===== src/rtl/mnist_ctr_pkg.sv =====
// Shared types and helpers for the MNIST loop-nest address counters.
package mnist_ctr_pkg;

  typedef enum logic {IDLE, RUN} nlc_state_t;

  // Terminal value of a level: bound-1 counting up, 0 counting down.
  // Computed at 32 bits; callers truncate to their width, so a bound of 0
  // becomes all-ones (an effective bound of 2^W).
  function automatic logic [31:0] term_val(input logic [31:0] bound, input logic down);
    return down ? '0 : (bound - 32'd1);
  endfunction

endpackage


===== src/rtl/counter_level.sv =====
// One digit of the loop nest: modular up/down counter with reload-on-wrap.
module counter_level #(
  parameter int unsigned W = 8
) (
  input  logic         clk,
  input  logic         rst,
  input  logic         load,
  input  logic [W-1:0] load_val,
  input  logic         step,
  input  logic         down,
  input  logic [W-1:0] bound_m1,
  output logic [W-1:0] count,
  output logic         last,
  output logic         wrap
);

  assign last = down ? (count == '0) : (count == bound_m1);

  always_ff @(posedge clk or posedge rst) begin
    if (rst) begin
      count <= '0;
      wrap  <= 1'b0;
    end else if (load) begin
      count <= load_val;
      wrap  <= 1'b0;
    end else if (step) begin
      if (last) begin
        count <= down ? bound_m1 : '0;
        wrap  <= 1'b1;
      end else begin
        count <= down ? (count - W'(1)) : (count + W'(1));
        wrap  <= 1'b0;
      end
    end else begin
      wrap <= 1'b0;
    end
  end

endmodule


===== src/rtl/nested_loop_counter.sv =====
// Multi-level loop counter: DEPTH carry-chained digits with per-pass bounds,
// framed by a start/busy/done handshake.
module nested_loop_counter #(
  parameter int unsigned DEPTH = 3,
  parameter int unsigned W     = 8
) (
  input  logic               clk,
  input  logic               rst,
  input  logic               start,
  input  logic               down,
  input  logic [DEPTH*W-1:0] bound_in,
  input  logic               en,
  input  logic               abort,
  output logic [DEPTH*W-1:0] count,
  output logic [DEPTH-1:0]   last,
  output logic [DEPTH-1:0]   wrap,
  output logic               busy,
  output logic               done
);
  import mnist_ctr_pkg::*;

  nlc_state_t         state, state_nxt;
  logic [DEPTH*W-1:0] bound_q;
  logic               down_q;
  logic [DEPTH:0]     carry;
  logic               all_last;
  logic               load, load_zero, run_step;

  always_ff @(posedge clk or posedge rst) begin
    if (rst) state <= IDLE;
    else     state <= state_nxt;
  end

  always_comb begin
    state_nxt = state;
    unique case (state)
      IDLE: if (start && !abort) state_nxt = RUN;
      RUN:  if (abort || (en && all_last)) state_nxt = IDLE;
      default: state_nxt = IDLE;
    endcase
  end

  always_comb begin
    busy      = 1'b0;
    load      = 1'b0;
    load_zero = 1'b0;
    run_step  = 1'b0;
    unique case (state)
      IDLE: load = start & ~abort;
      RUN: begin
        busy      = 1'b1;
        load      = abort;
        load_zero = abort;
        run_step  = en & ~abort;
      end
      default: ;
    endcase
  end

  always_ff @(posedge clk or posedge rst) begin
    if (rst) begin
      bound_q <= '0;
      down_q  <= 1'b0;
    end else if (state == IDLE && start && !abort) begin
      bound_q <= bound_in;
      down_q  <= down;
    end
  end

  always_ff @(posedge clk or posedge rst) begin
    if (rst) done <= 1'b0;
    else     done <= run_step & all_last;
  end

  assign carry[0] = 1'b1;
  assign all_last = carry[DEPTH];

  for (genvar i = 0; i < DEPTH; i++) begin : g_lvl
    logic [W-1:0] start_val, bound_m1, load_val;

    // The start value of a direction is the terminal value of the opposite one.
    assign start_val = W'(term_val(32'(bound_in[i*W +: W]), !down));
    assign bound_m1  = bound_q[i*W +: W] - W'(1);
    assign load_val  = load_zero ? '0 : start_val;
    assign carry[i+1] = carry[i] & last[i];

    counter_level #(.W(W)) u_lvl (
      .clk      (clk),
      .rst      (rst),
      .load     (load),
      .load_val (load_val),
      .step     (run_step & carry[i]),
      .down     (down_q),
      .bound_m1 (bound_m1),
      .count    (count[i*W +: W]),
      .last     (last[i]),
      .wrap     (wrap[i])
    );
  end

endmodule

===== config.mk =====
export PLATFORM = sky130hd
export DESIGN_NAME = nested_loop_counter
export DESIGN_NICKNAME = d
export VERILOG_FILES = /design/src/rtl/mnist_ctr_pkg.sv /design/src/rtl/counter_level.sv /design/src/rtl/nested_loop_counter.sv
export SDC_FILE = /design/constraint.sdc
export NUM_CORES = 1
export LEC_CHECK = 0
export ABC_AREA = 1
export BUFFER_PORTS_ARGS = -buffer_cell sky130_fd_sc_hd__buf_2
export CAP_MARGIN = 10
export CORE_MARGIN = 10
export CORE_UTILIZATION = 50
export CTS_BUF_LIST = sky130_fd_sc_hd__clkbuf_8
export DETAILED_ROUTE_END_ITERATION = 7
export MAX_ROUTING_LAYER = met4
export PLACE_DENSITY_LB_ADDON = 0.1
export SETUP_SLACK_MARGIN = 0.15
export SYNTH_ARGS = -nofsm -noshare
export SYNTH_HDL_FRONTEND = slang
export SYNTH_HIERARCHICAL = 1
export SYNTH_SLANG_ARGS = --single-unit

===== constraint.sdc =====
create_clock -name clk -period 2.7 [get_ports clk]
set_input_delay 0.135 -clock clk [delete_from_list [all_inputs] [get_ports clk]]
set_output_delay 0.135 -clock clk [all_outputs]
set_load 0.1 [all_outputs]

==> impl.org <==
** Timing
- Final max-slew violation count :: 0
- On the final layout, the worst clock skew is 7.915 ps.
- Setup violations remaining at the end of the flow were counted as 0.
- The final count of hold timing violations came to 0.
- The worst path uses 95.29% of the clock period.
- Worst hold slack after final layout :: 93.90 ps
- The clock period could shrink to 2573 ps.
- In this run the tightest slew margin relative to its limit is 30.22%.
- Final sum of negative setup slack :: 0 ps
- Worst Max-Slew Pin Slew :: 1043 ps
- Maximum achievable frequency :: 388.7 MHz
- Unrepaired setup endpoints after global routing :: yes

** Yosys
- Area fraction in and, or, nand and nor cells after synthesis :: 38.22%
- By area, the combinational part of the netlist is dominated by simple AND/OR/NAND/NOR gates.
- Compound-cell area share of the yosys netlist :: 8.845%
- Area share of the leading cell type in the synthesized netlist :: 25.14%
- When the netlist entered floorplanning its net count stood at 899.
- Biggest area consumer among synthesized cells :: sky130_fd_sc_hd__dfrtp_1
- Most used DFF post-synth :: sky130_fd_sc_hd__dfrtp_1
- In the synthesized netlist, mux cells make up 0% of the area.
- Count of cell types in the netlist :: 29
- Synth Instances :: 842
- Sequential share of the synthesized area :: 25.14%
- Yosys instantiated no cell more often than sky130_fd_sc_hd__nand2_1.
- Summing the areas of all xor and xnor instances in the mapped netlist gives 7.821% of the synthesized area.
- In this run the mean area of a mapped cell was 6.384 µm².
- Summed instance area of the synthesized netlist :: 5375 µm²
- Counting flops with an async set or reset pin after synthesis yields a share of 100.0%.
- Area share of fa/ha/maj cells after synthesis :: 6.704%
- Flops & latches, synth :: 54
- For this run, the number of Yosys warnings is 6.
- Number of enable-type register cells in the synthesized netlist :: 0
- Dominant cells by area after synthesis :: sky130_fd_sc_hd__dfrtp_1 (25%), sky130_fd_sc_hd__nand2_1 (18%), sky130_fd_sc_hd__inv_1 (9.9%)
- Cell types with the highest counts after synthesis :: sky130_fd_sc_hd__nand2_1 (255), sky130_fd_sc_hd__inv_1 (142), sky130_fd_sc_hd__nor2_1 (125), sky130_fd_sc_hd__nand3_1 (58), sky130_fd_sc_hd__dfrtp_1 (54)

** Route
- Post-DR wirelength/cell :: 13.81 µm
- Routed vias/inst :: 5.024
- Antenna Nets Post-Route :: 0
- Number of detailed-route iterations in the first pass :: 5
- The final layout contains routed wiring with a total length of 14.58 mm.
- The first routing iteration left 388 violations.
- Vias after detailed routing :: 5305
- After detailed routing, the number of remaining DRC violations is 0.

** Floorplanning
- The floorplan has 37 rows.
- Vert. Die Dim :: 123.7 µm
- In this run the count of I/O pins placed on the die edge is 62.
- Die W :: 123.7 µm
- Initial core utilization :: 51.60%
- The die covers 15300 µm².
- Core footprint :: 10420 µm²

** Layout
- Layout cells sized above 1 :: 24.35%
- For this run, the post-layout net count is 976.
- Diode insertion count for antenna repair :: 0
- After filler insertion, the fill cell instance count of the layout stands at 1013.
- Area occupied by multi-input gates :: 3530 µm²
- Area growth from synthesis to layout :: 18.34%
- Registers take 1381 µm².

** GRT
- Maximum number of pins on one net before global-route repair :: 51
- Initial antenna violation count :: 0
- First-pass GRT wire length :: 24.00 mm
- After global routing the overflow that remains totals 0.
- GRT Resource Usage Total :: 19.58%
- The via count of the first global-routing pass came to 5224.

** Run status
- Result of the run :: completed

** Min path
- Startpoint of the lowest-slack hold path :: bound_in[6]
- The tightest min-delay check is of the primary input to flip-flop type.

** Clocking
- Clock root buffer :: sky130_fd_sc_hd__clkbuf_8
- TritonCTS built the clock tree.
- Total CTS buffers :: 5
- Clock buffer depth :: 2
- Clock transition at path regs :: 110 ps
- For this design, the sink count on the clock tree is 54.
- For the worst-skew pair, the clock arrives at the later sink with an insertion delay of 330 ps.
- CTS built an H-tree with a depth of 2.

** Setup path
- CP max-delay cell :: sky130_fd_sc_hd__dfrtp_1
- Data on the critical path is required at its endpoint by 2570 ps.
- Largest stage delay, worst path :: 450 ps
- For the worst setup path, the data arrival time is 2440 ps.
- Maximum net fanout on the critical path :: 4
- Worst Setup End Kind :: output port
- Together, buffers and inverters on the worst path number 4.
- The most critical setup path has its startpoint at bound_q[2]$_DFFE_PP0P_.
- Ordered list of cells on the worst path :: nor2_2 > nand3_2 > nor2_2 > nand2_1 > nand2_2 > xnor2_2 > nand2_1 > nor2_1 > nand3_2 > and2_4 > clkinvlp_4 > buf_6 > buf_6 > buf_12
- In this run the critical register-to-register path is launched from bound_q[2]$_DFFE_PP0P_.
- Among cell families on the critical path, the largest total delay comes from simple AND/OR/NAND/NOR gates.
- The worst setup path is launched from a flip-flop.
- The worst setup path is of the flip-flop to output port kind.

** Place
- Half-perimeter wire length of the detailed placement result :: 11.09 mm
- Final estimated routing congestion in global placement :: 0.9092
- Buffers placed on the I/O ports in this run total 61.

** Power
- Total power :: 0.006768 W
- Sequential fraction of design power :: 22.4%
- Power density over the cells :: 1064 nW/µm²
- Combinational Power Share :: 69.1%
- Worst-case vdd ir drop :: 1.070 mV
- Switching Power :: 0.003915 W
- Fraction of power spent switching nets :: 57.85%
- Internal power component :: 0.002853 W
- Leak pwr :: 3.499 nW
- Clock group share of total power :: 8.5%

** Flow run
- Maximum capacitance violations :: 0
-- tightest hold or removal path, delay by kind of cell --
family                 cells  cell delay, ps
AO/OA/AOI/OAI              1             120
buffers and inverters      2             130
-- placed cells by master (no fill, tap or decap), types with 5 or more instances in the layout --
cell	netlist	routed
sky130_fd_sc_hd__nand3_2	3	5
sky130_fd_sc_hd__inv_2	7	12
sky130_fd_sc_hd__o21ai_2	25	26
sky130_fd_sc_hd__or2_2	6	6
sky130_fd_sc_hd__xnor2_1	37	35
sky130_fd_sc_hd__a21oi_1	14	14
sky130_fd_sc_hd__nand3_1	58	56
sky130_fd_sc_hd__xor2_2	0	5
sky130_fd_sc_hd__nand2_1	255	249
sky130_fd_sc_hd__ha_1	24	21
sky130_fd_sc_hd__clkbuf_8	1	5
sky130_fd_sc_hd__xor2_1	11	6
sky130_fd_sc_hd__nand4_1	5	5
sky130_fd_sc_hd__buf_4	0	17
sky130_fd_sc_hd__buf_2	1	59
sky130_fd_sc_hd__nor2_4	0	10
sky130_fd_sc_hd__o21ai_0	32	29
sky130_fd_sc_hd__nor2_1	125	105
sky130_fd_sc_hd__dfrtp_2	0	24
sky130_fd_sc_hd__inv_1	142	135
sky130_fd_sc_hd__dfrtp_1	54	30
sky130_fd_sc_hd__nor2_2	6	16
-- metrics by stage --
stage,setup WS (ps),utilization [%],std cells,cell area [µm²]
6_report,127.0,61.07,1056,6361
2_1_floorplan,-79.46,-,842,5472
4_1_cts,161.6,57.92,1041,6033
3_3_place_gp,251.6,56.55,1030,5891
5_1_grt,-1.876,61.07,1056,6361
3_5_place_dp,95.72,56.55,1030,5891
-- routing by layer --
metal,part of all wire [%],GRT usage [%]
met1,46,24.24
met2,49,32.45
met3,3.7,2.443
met4,1.8,6.405
met5,0,-
-- layout make-up --
type                            instances  share of cell area, %
Timing Repair Buffer                   86                  9.422
Multi-Input combinational cell        623                  55.49
Tap cell                              136                  2.675
Sequential cell                        54                  21.72
Inverter                              149                  8.969
Clock inverter                          3                 0.6491
Clock buffer                            5                  1.082
-- path summary, 6_finish.rpt --
check | to | slack (ps) | depth (start not counted)
worst min register to register | bound_q[6]$_DFFE_PP0P_ | 500 | 2
worst max-delay path | last[0] | 130 | 14
worst max register to register | g_lvl[2].u_lvl/count[1]$_DFFE_PP0P_ | 170 | 19
max in group asynchronous | bound_q[12]$_DFFE_PP0P_ | 1840 | 4
min in group asynchronous | g_lvl[2].u_lvl/wrap$_DFF_PP0_ | 360 | 3
worst min-delay path | bound_q[6]$_DFFE_PP0P_ | 90 | 3
-- power by group through the flow --
stage	Sequential (W)	Combinational, W	Clock (W)
2_1_floorplan	0.00265	0.00252	0
3_3_place_gp	0.00152	0.00441	0
3_5_place_dp	0.00152	0.00451	0
4_1_cts	0.00151	0.00453	0.000583
5_1_grt	0.00157	0.00514	0.000608
6_report	0.00152	0.00467	0.000574
-- repair_timing --
action | 4_1_cts | 5_1_grt
hold endpoints to repair | 27 | 0
pin swaps | 2 | 35
gates cloned | 0 | 2
endpoints found under the setup margin | 10 | 20
hold buffers | 1 | 0
gates resized for setup | 1 | 48
buffers inserted | 2 | 12
-- logic make-up after synthesis --
group | count (synthesis)
and+or+nand+nor | 474
buffers and inverters | 165
AOI/OAI and AO/OA | 74
DFF | 54
xor gates and xnor gates | 48
adders and majority gates | 27
-- registers in the layout, indices dropped and copies added, names as in the netlist --
| signal | count |
|---|---|
| state | 1 |
| g_lvl.u_lvl/wrap | 3 |
| bound_q | 24 |
| done | 1 |
| down_q | 1 |
| g_lvl.u_lvl/count | 24 |
Power figures use the tool's default switching activity.
